## src/rtl/dm_pkg.sv

```systemverilog
// Shared definitions for the MEM-stage data-memory access controller:
// default widths, reset-sweep fill value and controller state encoding.
package dm_pkg;

  localparam int DATA_W_DEF = 16;
  localparam int ADDR_W_DEF = 16;
  localparam logic [15:0] INIT_VALUE_DEF = 16'h0000;

  typedef enum logic [2:0] {
    ST_INIT    = 3'd0,
    ST_IDLE    = 3'd1,
    ST_WR      = 3'd2,
    ST_RD_WAIT = 3'd3,
    ST_RSP     = 3'd4
  } state_e;

endpackage

```

## src/rtl/dm_access_ctrl_if.sv

```systemverilog
// Request/response handshake plus DM port bundle of the MEM-stage controller.
// master = pipeline/memory side, slave = the controller.
interface dm_access_ctrl_if
  import dm_pkg::*;
#(
  parameter int DATA_W = DATA_W_DEF,
  parameter int ADDR_W = ADDR_W_DEF
);

  logic              req_valid;
  logic              req_ready;
  logic              req_write;
  logic [ADDR_W-1:0] req_addr;
  logic [DATA_W-1:0] req_wdata;
  logic              rsp_valid;
  logic [DATA_W-1:0] rsp_rdata;
  logic              rsp_err;
  logic              init_busy;
  logic [ADDR_W-1:0] dm_addr;
  logic [DATA_W-1:0] dm_wdata;
  logic              dm_we;
  logic [DATA_W-1:0] dm_rdata;

  modport master (
    output req_valid, req_write, req_addr, req_wdata, dm_rdata,
    input  req_ready, rsp_valid, rsp_rdata, rsp_err, init_busy,
           dm_addr, dm_wdata, dm_we
  );

  modport slave (
    input  req_valid, req_write, req_addr, req_wdata, dm_rdata,
    output req_ready, rsp_valid, rsp_rdata, rsp_err, init_busy,
           dm_addr, dm_wdata, dm_we
  );

endinterface

```

## src/rtl/dm_access_ctrl.sv

```systemverilog
// Initiator side of the 16-bit data memory: clears every word after reset,
// then serves one load/store at a time with fully registered outputs.
module dm_access_ctrl
  import dm_pkg::*;
#(
  parameter int DATA_W = DATA_W_DEF,
  parameter int ADDR_W = ADDR_W_DEF,
  parameter int DEPTH = 16,
  parameter int READ_LAT = 0,
  parameter logic [DATA_W-1:0] INIT_VALUE = DATA_W'(INIT_VALUE_DEF)
) (
  input logic             clk,
  input logic             rst,
  dm_access_ctrl_if.slave bus
);

  localparam int SW = $clog2(DEPTH + 1);
  localparam logic [SW-1:0] SWEEP_END = SW'(DEPTH);
  localparam logic [ADDR_W:0] DEPTH_A = (ADDR_W + 1)'(DEPTH);
  localparam logic LAT_LAST = (READ_LAT != 0);

  state_e            state_q, state_d;
  logic [SW-1:0]     sweep_q, sweep_d;
  logic              lat_q, lat_d;
  logic              err_q, err_d;
  logic              req_ready_q, req_ready_d;
  logic              rsp_valid_q, rsp_valid_d;
  logic [DATA_W-1:0] rsp_rdata_q, rsp_rdata_d;
  logic              rsp_err_q, rsp_err_d;
  logic              init_busy_q, init_busy_d;
  logic [ADDR_W-1:0] dm_addr_q, dm_addr_d;
  logic [DATA_W-1:0] dm_wdata_q, dm_wdata_d;
  logic              dm_we_q, dm_we_d;
  logic              in_range_s;

  assign in_range_s = ({1'b0, bus.req_addr} < DEPTH_A);

  // State and output registers.
  always_ff @(posedge clk or posedge rst) begin
    if (rst) begin
      state_q     <= ST_INIT;
      sweep_q     <= '0;
      lat_q       <= 1'b0;
      err_q       <= 1'b0;
      req_ready_q <= 1'b0;
      rsp_valid_q <= 1'b0;
      rsp_rdata_q <= '0;
      rsp_err_q   <= 1'b0;
      init_busy_q <= 1'b1;
      dm_addr_q   <= '0;
      dm_wdata_q  <= INIT_VALUE;
      dm_we_q     <= 1'b0;
    end else begin
      state_q     <= state_d;
      sweep_q     <= sweep_d;
      lat_q       <= lat_d;
      err_q       <= err_d;
      req_ready_q <= req_ready_d;
      rsp_valid_q <= rsp_valid_d;
      rsp_rdata_q <= rsp_rdata_d;
      rsp_err_q   <= rsp_err_d;
      init_busy_q <= init_busy_d;
      dm_addr_q   <= dm_addr_d;
      dm_wdata_q  <= dm_wdata_d;
      dm_we_q     <= dm_we_d;
    end
  end

  // Next state; pulse-type outputs default low, everything else holds.
  always_comb begin
    state_d     = state_q;
    sweep_d     = sweep_q;
    lat_d       = lat_q;
    err_d       = err_q;
    req_ready_d = req_ready_q;
    rsp_valid_d = 1'b0;
    rsp_rdata_d = rsp_rdata_q;
    rsp_err_d   = 1'b0;
    init_busy_d = init_busy_q;
    dm_addr_d   = dm_addr_q;
    dm_wdata_d  = dm_wdata_q;
    dm_we_d     = 1'b0;

    case (state_q)
      ST_INIT: begin
        if (sweep_q < SWEEP_END) begin
          dm_addr_d  = ADDR_W'(sweep_q);
          dm_wdata_d = INIT_VALUE;
          dm_we_d    = 1'b1;
          sweep_d    = sweep_q + SW'(1);
        end else begin
          init_busy_d = 1'b0;
          req_ready_d = 1'b1;
          state_d     = ST_IDLE;
        end
      end
      ST_IDLE: begin
        if (bus.req_valid && req_ready_q) begin
          req_ready_d = 1'b0;
          dm_addr_d   = bus.req_addr;
          if (bus.req_write) begin
            dm_wdata_d = bus.req_wdata;
            // Out-of-range stores still burn the WR cycle, just without a write.
            dm_we_d    = in_range_s;
            state_d    = ST_WR;
          end else begin
            err_d   = ~in_range_s;
            lat_d   = 1'b0;
            state_d = ST_RD_WAIT;
          end
        end else begin
          req_ready_d = 1'b1;
        end
      end
      ST_WR: begin
        req_ready_d = 1'b1;
        state_d     = ST_IDLE;
      end
      ST_RD_WAIT: begin
        if (lat_q == LAT_LAST) begin
          rsp_valid_d = 1'b1;
          rsp_err_d   = err_q;
          rsp_rdata_d = err_q ? '0 : bus.dm_rdata;
          state_d     = ST_RSP;
        end else begin
          lat_d = 1'b1;
        end
      end
      ST_RSP: begin
        req_ready_d = 1'b1;
        state_d     = ST_IDLE;
      end
      default: begin
        sweep_d     = '0;
        req_ready_d = 1'b0;
        init_busy_d = 1'b1;
        state_d     = ST_INIT;
      end
    endcase
  end

  assign bus.req_ready = req_ready_q;
  assign bus.rsp_valid = rsp_valid_q;
  assign bus.rsp_rdata = rsp_rdata_q;
  assign bus.rsp_err   = rsp_err_q;
  assign bus.init_busy = init_busy_q;
  assign bus.dm_addr   = dm_addr_q;
  assign bus.dm_wdata  = dm_wdata_q;
  assign bus.dm_we     = dm_we_q;

endmodule

```

## src/flat_wrapper.sv

```systemverilog
// flat-port wrapper written by rule: the top's interface ports become plain ports
module dm_access_ctrl_flat import dm_pkg::*;
#(
  parameter int DATA_W = DATA_W_DEF,
  parameter int ADDR_W = ADDR_W_DEF,
  parameter int DEPTH = 16,
  parameter int READ_LAT = 0,
  parameter logic [DATA_W-1:0] INIT_VALUE = DATA_W'(INIT_VALUE_DEF)
)
  (clk, rst, bus_req_valid, bus_req_write, bus_req_addr, bus_req_wdata, bus_dm_rdata, bus_req_ready, bus_rsp_valid, bus_rsp_rdata, bus_rsp_err, bus_init_busy, bus_dm_addr, bus_dm_wdata, bus_dm_we);
  dm_access_ctrl_if #(.DATA_W(DATA_W), .ADDR_W(ADDR_W)) bus_i ();
  input logic clk;
  input logic rst;
  input wire logic [$bits(bus_i.req_valid)-1:0] bus_req_valid;
  input wire logic [$bits(bus_i.req_write)-1:0] bus_req_write;
  input wire logic [$bits(bus_i.req_addr)-1:0] bus_req_addr;
  input wire logic [$bits(bus_i.req_wdata)-1:0] bus_req_wdata;
  input wire logic [$bits(bus_i.dm_rdata)-1:0] bus_dm_rdata;
  output wire logic [$bits(bus_i.req_ready)-1:0] bus_req_ready;
  output wire logic [$bits(bus_i.rsp_valid)-1:0] bus_rsp_valid;
  output wire logic [$bits(bus_i.rsp_rdata)-1:0] bus_rsp_rdata;
  output wire logic [$bits(bus_i.rsp_err)-1:0] bus_rsp_err;
  output wire logic [$bits(bus_i.init_busy)-1:0] bus_init_busy;
  output wire logic [$bits(bus_i.dm_addr)-1:0] bus_dm_addr;
  output wire logic [$bits(bus_i.dm_wdata)-1:0] bus_dm_wdata;
  output wire logic [$bits(bus_i.dm_we)-1:0] bus_dm_we;
  assign bus_i.req_valid = bus_req_valid;
  assign bus_i.req_write = bus_req_write;
  assign bus_i.req_addr = bus_req_addr;
  assign bus_i.req_wdata = bus_req_wdata;
  assign bus_i.dm_rdata = bus_dm_rdata;
  assign bus_req_ready = bus_i.req_ready;
  assign bus_rsp_valid = bus_i.rsp_valid;
  assign bus_rsp_rdata = bus_i.rsp_rdata;
  assign bus_rsp_err = bus_i.rsp_err;
  assign bus_init_busy = bus_i.init_busy;
  assign bus_dm_addr = bus_i.dm_addr;
  assign bus_dm_wdata = bus_i.dm_wdata;
  assign bus_dm_we = bus_i.dm_we;
  dm_access_ctrl #(.DATA_W(DATA_W), .ADDR_W(ADDR_W), .DEPTH(DEPTH), .READ_LAT(READ_LAT), .INIT_VALUE(INIT_VALUE)) u_core (.clk(clk), .rst(rst), .bus(bus_i));
endmodule
```

## config.mk

```make
export PLATFORM = sky130hd
export DESIGN_NAME = dm_access_ctrl_flat
export DESIGN_NICKNAME = d
export VERILOG_FILES = /design/src/rtl/dm_pkg.sv /design/src/rtl/dm_access_ctrl_if.sv /design/src/rtl/dm_access_ctrl.sv /design/src/flat_wrapper.sv
export SDC_FILE = /design/constraint.sdc
export NUM_CORES = 1
export LEC_CHECK = 0
export BUFFER_PORTS_ARGS = -buffer_cell sky130_fd_sc_hd__buf_2
export CORE_MARGIN = 1.5
export CORE_UTILIZATION = 38
export CTS_CLUSTER_DIAMETER = 60
export DETAILED_ROUTE_END_ITERATION = 10
export PLACE_DENSITY_LB_ADDON = 0.2
export SLEW_MARGIN = 10
export SYNTH_ARGS = -nofsm -noshare
export SYNTH_HDL_FRONTEND = slang
export SYNTH_SLANG_ARGS = --single-unit
```

## constraint.sdc

```tcl
create_clock -name clk -period 2.75 [get_ports clk]
set_input_delay 0.55 -clock clk [delete_from_list [all_inputs] [get_ports clk]]
set_output_delay 0.55 -clock clk [all_outputs]
set_load 0.05 [all_outputs]
```

==> flow_summary.json, run 1 <==
{
  "synth_compound_area_share_pct": 18.5,
  "ys.flop_type": "dfrtp_1",
  "start_kind": "register",
  "syn_area_sq_um": 2590,
  "synth_seq_area_share_pct": 60.0,
  "endpoint": "u_core.bus.dm_wdata[1]$_DFFE_PP0P_",
  "cts_resized": 0,
  "tightest_slew_ns": 0.554,
  "rrSetupSlack_ns": 0.76,
  "finalSetupViolations": 0,
  "wire_per_inst_microns": 13.8,
  "fin_nets": 379,
  "post_cts_buffers": 0,
  "core_sq_um": 6460,
  "fmax_ghz": 0.503,
  "drive_gt1_share_pct": 41.4,
  "antenna_left": 0,
  "cts_sinks": 62,
  "drt_iter0_drc": 145,
  "tritoncts": "done",
  "clockBufferDepth": 2,
  "antenna_found_initial": 0,
  "die_area_sq_um": 7310,
  "ys.warnings.count": 0,
  "reg2reg_from": "u_core.state_q[2]$_DFFE_PP0P_",
  "drc": 10,
  "rsz0062_at_grt": "false",
  "cp.arrival_ns": 2.25,
  "hold_ws_ns": 0.212,
  "row_count": 29,
  "numCtsBuffers": 9,
  "r2r-end": "u_core.bus.dm_wdata[1]$_DFFE_PP0P_",
  "grt_pass1_wl_mm": 9.32,
  "wl_mm": 5.64,
  "synth_xor_area_share_pct": 0,
  "syn_inst": 224,
  "synthDistinctLibCells": 44,
  "slew_violations": 0,
  "ctsHoldBuffers": 0,
  "hp-class": "in -> async",
  "gr-usage-all-layers_pct": 16.2,
  "critical_path.startpoint": "u_core.state_q[2]$_DFFE_PP0P_",
  "relSlewSlack_pct": 63.0,
  "start_util_pct": 40.0,
  "area_growth_pct": 29.0,
  "port_buffers": 104,
  "muxShareOfSynthArea_pct": 4.31,
  "synth_edf_count": 0,
  "hpwl_mm": 3.99,
  "cp.required_ns": 3.02,
  "fin_skew_ns": 0.00733,
  "synthArstFlopShare_pct": 100,
  "ys_seq_elements": 62,
  "failed_checks": "DRC",
  "rr_worst_depth": 3,
  "criticalPathCategory": "reg -> reg",
  "routed_via_density": 4.99,
  "final_cell_count_no_fill": 408,
  "finalCritPeriodShare_pct": 72.2,
  "max_cap_violations": 0,
  "path_clk_slew_ns": 0.07,
  "syn-num-nets": 277,
  "fp.dieW_microns": 85.5,
  "placedCellCount": 392,
  "cts-htree-levels": 3,
  "cp-end-kind": "register",
  "cts_root_buf": "clkbuf_8",
  "synth_top_family_by_area": "compound AO/OA/AOI/OAI gates",
  "die_h_microns": 85.5,
  "min_period_ns": 1.99,
  "synth_fa_ha_area_share_pct": 0.484,
  "pin_count": 105,
  "synthSimpleGateAreaFrac_pct": 12.4,
  "dr.pass1.iters": 7,
  "grt_overflow": 0,
  "peakVddDrop_mv": 0.542,
  "pwr_density_cell_nw_per_um2": 1380,
  "status": "finished with violations",
  "avgSynthCellArea_sq_um": 11.5,
  "cp_max_fo": 20,
  "num_vias": 2037,
  "grt_pass1_vias": 1939,
  "grt_max_degree": 44,
  "hold_viol": 0,
  "antenna_cells": 0,
  "gp_congestion": 0.715,
  "p_leak_nw": 1.75,
  "clkLatencyLatePin_ns": 0.33,
  "final.setup.tns_ns": 0
}
==> synthesized netlist by cell type (2+ instances only) <==
master	count	share of area, %
dfrtp_1	61	59
nand2_1	36	5.2
a22o_1	27	9.1
o21ai_0	18	3.5
mux2_2	8	3.5
clkbuf_1	6	0.87
nor2_1	5	0.73
buf_2	4	0.77
inv_1	4	0.58
nand3_1	4	0.77
a21boi_0	3	0.87
a21oi_1	3	0.58
and2_1	3	0.73
buf_6	3	1.3
nor3_1	3	0.58
nor4_1	3	0.73
o2bb2ai_1	3	1.0
a31oi_1	2	0.48
buf_4	2	0.58
or2_1	2	0.48
==> placed cells by master, fill, tap and decap left out, types with 2 or more instances in the layout <==
master      netlist  final
clkinvlp_4        0      2
and2_1            3      3
inv_1             4      3
mux2_2            8      8
a21boi_0          3      3
a22o_1           27     27
buf_2             4    104
clkinv_2          0      2
nor4_1            3      3
nor2_1            5      5
o2bb2ai_1         3      3
nand3_1           4      4
dfrtp_1          61     61
o21ai_0          18     18
a31oi_1           2      2
or2_1             2      2
nor3_1            3      3
a21oi_1           3      3
nand2_1          36     36
clkbuf_8          0      9
==> sequential cells by signal (all words and copies together), names as in the netlist <==
register / cells
u_core.bus.dm_addr: 16
u_core.bus.dm_wdata: 16
u_core.bus.dm_we: 1
u_core.bus.init_busy: 1
u_core.bus.req_ready: 1
u_core.bus.rsp_err: 1
u_core.bus.rsp_rdata: 16
u_core.bus.rsp_valid: 1
u_core.err_q: 1
u_core.state_q: 3
u_core.sweep_q: 5
==> cell families (layout without fill, tap and decap cells) <==
logic type / Yosys count / after routing
AO/OA/AOI/OAI: 65 / 65
adder cells (fa/ha/maj): 1 / 1
buffers and inverters: 20 / 127
flip-flops: 62 / 62
multiplexers: 10 / 10
AND/OR/NAND/NOR: 66 / 66
==> power by group <==
group | leakage, nW | internal [mW] | switching, mW
Sequential | 0.814 | 1.26 | 0.250
Clock | 0.0956 | 0.419 | 0.364
Combinational | 0.841 | 0.645 | 1.65
==> area by class of cell <==
cell class | count | area, sq um
clock buffer | 9 | 124
clock inverter | 7 | 72.6
fill | 598 | 3120
inverter | 5 | 18.8
multi-input combinational | 142 | 923
sequential | 62 | 1550
tap | 77 | 96.3
timing repair buffer | 106 | 548
==> through the flow <==
stage / util (%) / total power [mW] / setup WS, ns / cell area (sq um)
CTS: 51.6 / 4.64 / 0.740 / 3340
detailed placement: 48.6 / 3.83 / 0.764 / 3140
global placement: 48.6 / 3.81 / 0.777 / 3140
floorplan: - / 3.35 / 0.660 / 2590
finish: 51.6 / 4.59 / 0.764 / 3340
global route: 51.6 / 4.89 / 0.532 / 3340
==> per-layer routing <==
layer  GRT usage [%]  wire [microns]  vias to the layer above
li1                -               -                     1013
met1            23.3            2690                      939
met2            23.6            2460                       78
met3            4.33             445                        7
met4            6.16              51                        0
met5               0               0                        -
==> worst max-delay path: stages (launching register included) <==
cell	delay, ns
dfrtp_1	0.57
nor3b_2	0.51
and3_1	0.59
a22o_1	0.24
==> worst min path at each step <==
| stage | slack, ns | start | to |
|---|---|---|---|
| 2_1_floorplan | 0.47 | u_core.err_q$_DFFE_PP0P_ | u_core.err_q$_DFFE_PP0P_ |
| 3_3_place_gp | 0.46 | u_core.bus.rsp_rdata[8]$_DFFE_PP0P_ | u_core.bus.rsp_rdata[8]$_DFFE_PP0P_ |
| 3_5_place_dp | 0.47 | u_core.bus.rsp_rdata[4]$_DFFE_PP0P_ | u_core.bus.rsp_rdata[4]$_DFFE_PP0P_ |
| 4_1_cts | 0.22 | rst | u_core.sweep_q[3]$_DFFE_PP0P_ |
| 5_1_grt | 0.24 | rst | u_core.bus.dm_wdata[2]$_DFFE_PP0P_ |
| 6_report | 0.21 | rst | u_core.bus.dm_wdata[2]$_DFFE_PP0P_ |
Note: power is estimated with default switching activity, not from simulation.
==> run 2: changes to the inputs <==
==> constraint.sdc (replaced) <==
create_clock -name clk -period 2 [get_ports clk]
set_input_delay 0.4 -clock clk [delete_from_list [all_inputs] [get_ports clk]]
set_output_delay 0.4 -clock clk [all_outputs]
set_load 0.05 [all_outputs]
==> flow_summary.json, run 2 (synthesis results as in run 1) <==
{
  "fin_skew_ns": 0.00735,
  "relSlewSlack_pct": 63.9,
  "pwr_density_cell_nw_per_um2": 1910,
  "cts_resized": 0,
  "pin_count": 105,
  "power_switching_mw": 3.11,
  "dr.pass1.iters": 7,
  "min_period_ns": 1.74,
  "p_int_mw": 3.39,
  "antenna_cells": 0,
  "max_cap_violations": 0,
  "cp_max_fo": 15,
  "slowest_stage": "dfrtp_1",
  "fin_area_sq_um": 3400,
  "cp.required_ns": 2.21,
  "nFillCells": 597,
  "clockPowerShare_pct": 19.1,
  "cts_sinks": 62,
  "setup_slack_ns": 0.255,
  "fp.dieW_microns": 85.5,
  "port_buffers": 104,
  "final_common_cell": "buf_2",
  "path_cells": "or2_1, a21o_1, mux2_2",
  "core_sq_um": 6460,
  "cts_root_buf": "clkbuf_8",
  "clockBufferDepth": 2,
  "antenna_found_initial": 0,
  "numCtsBuffers": 9,
  "p_sw_share_pct": 47.8,
  "cts-htree-levels": 3,
  "fmax_ghz": 0.573,
  "antenna_left": 0,
  "start_kind": "register",
  "slew_violations": 0,
  "final_cell_mix": "104 x buf_2, 61 x dfrtp_1, 36 x nand2_1",
  "cpPeakStageDelay_ns": 0.58,
  "use_met1_pct": 23.0,
  "final.setup.tns_ns": 0,
  "drive_gt1_share_pct": 42.1,
  "die_h_microns": 85.5,
  "rsz0062_at_grt": "false",
  "area_growth_pct": 31.5,
  "grt_util_met3_pct": 6.06,
  "pre_cts_ws_ns": 0.266,
  "tritoncts": "done",
  "finalSetupViolations": 0,
  "p_leak_nw": 1.79,
  "grt-busiest-layer": "met2",
  "gr-usage-all-layers_pct": 16.4,
  "drc": 10,
  "hpwl_mm": 4.05,
  "cp.arrival_ns": 1.96,
  "gp_congestion": 0.680,
  "post_cts_buffers": 0,
  "wire_per_inst_microns": 13.7,
  "fin_nets": 383,
  "power_frac_comb_pct": 48.9,
  "dpl-instance-area_sq_um": 3170,
  "failed_checks": "DRC",
  "wl_mm": 5.66,
  "drt_iter0_drc": 95,
  "hp-class": "in -> async",
  "seqPwrFrac_pct": 32.0,
  "start_util_pct": 40.0,
  "hold_viol": 0,
  "path_clk_slew_ns": 0.07,
  "status": "finished with violations",
  "clkLatencyLatePin_ns": 0.33,
  "grt_pass1_vias": 1949,
  "tightest_slew_ns": 0.541,
  "cp-end-kind": "register",
  "num_vias": 2032,
  "finalCritPeriodShare_pct": 87.2,
  "use_met2_pct": 24.3,
  "grt_overflow": 0,
  "criticalPathCategory": "reg -> reg",
  "peakVddDrop_mv": 0.755,
  "row_count": 29,
  "grt_pass1_wl_mm": 9.43,
  "grt_max_degree": 36,
  "ctsHoldBuffers": 0,
  "routed_via_density": 4.93,
  "die_area_sq_um": 7310
}
run 2: changes by cell type in the layout (fill, tap and decap cells not counted):
cell and delta:
clkinv_4 +1, clkbuf_8 +1, bufinv_16 +1, buf_4 +4, clkinvlp_4 -1, clkinv_2 -2
run 2: path summary, 6_finish.rpt:
check                                                     from                                   to  slack, ns  depth (start not counted)
setup / recovery                 u_core.state_q[0]$_DFFE_PP0P_    u_core.bus.dm_addr[1]$_DFFE_PP0P_       0.26                          3
hold / removal                                             rst   u_core.bus.dm_wdata[2]$_DFFE_PP0P_       0.04                          2
setup reg to reg                 u_core.state_q[0]$_DFFE_PP0P_    u_core.bus.dm_addr[1]$_DFFE_PP0P_       0.26                          3
hold reg to reg            u_core.bus.rsp_rdata[5]$_DFFE_PP0P_  u_core.bus.rsp_rdata[5]$_DFFE_PP0P_       0.48                          2
max in group asynchronous                                  rst  u_core.bus.rsp_rdata[3]$_DFFE_PP0P_       1.35                          3
min in group clk                             bus_req_wdata[10]  u_core.bus.dm_wdata[10]$_DFFE_PP0P_       0.29                          2
run 2: layout make-up:
type / count / area, sq um / area share (%)
clock inverters: 6 / 93.8 / 2.76
well taps: 77 / 96.3 / 2.83
repair buffers: 110 / 578 / 17.0
flip-flops and latches: 62 / 1550 / 45.7
inverters: 5 / 18.8 / 0.552
multi-input cells: 142 / 923 / 27.2
clock buffers: 10 / 138 / 4.05
run 2: worst max-delay path, delay by kind of cell, from the launching register on:
kind | cells | cell delay [ns]
AOI/OAI and AO/OA | 1 | 0.47
muxes | 1 | 0.40
DFF | 1 | 0.58
and+or+nand+nor | 1 | 0.18
run 2: per-layer routing:
metal | routed length [microns] | part of all wire (%) | vias to the layer above
met5 | 0 | 0 | -
met4 | 30 | 0.53 | 0
met3 | 468 | 8.3 | 5
met2 | 2470 | 44 | 81
met1 | 2690 | 48 | 927
li1 | - | - | 1019
run 2: power by group through the flow:
stage | sequential (mW) | clock, mW | combinational (mW)
2_1_floorplan | 3.45 | 0 | 1.16
3_5_place_dp | 2.09 | 0 | 3.22
5_1_grt | 2.15 | 1.35 | 3.41
3_3_place_gp | 2.08 | 0 | 3.18
4_1_cts | 2.08 | 1.29 | 3.21
6_report | 2.08 | 1.24 | 3.18
run 2: stage by stage:
stage	utilization, %	power (mW)	cells	hold slack (ns)
3_3_place_gp	49.1	5.26	396	0.398
4_1_cts	52.7	6.58	412	0.0343
6_report	52.7	6.50	412	0.0361
3_5_place_dp	49.1	5.30	396	0.408
2_1_floorplan	-	4.61	224	0.466
5_1_grt	52.7	6.91	412	0.0426
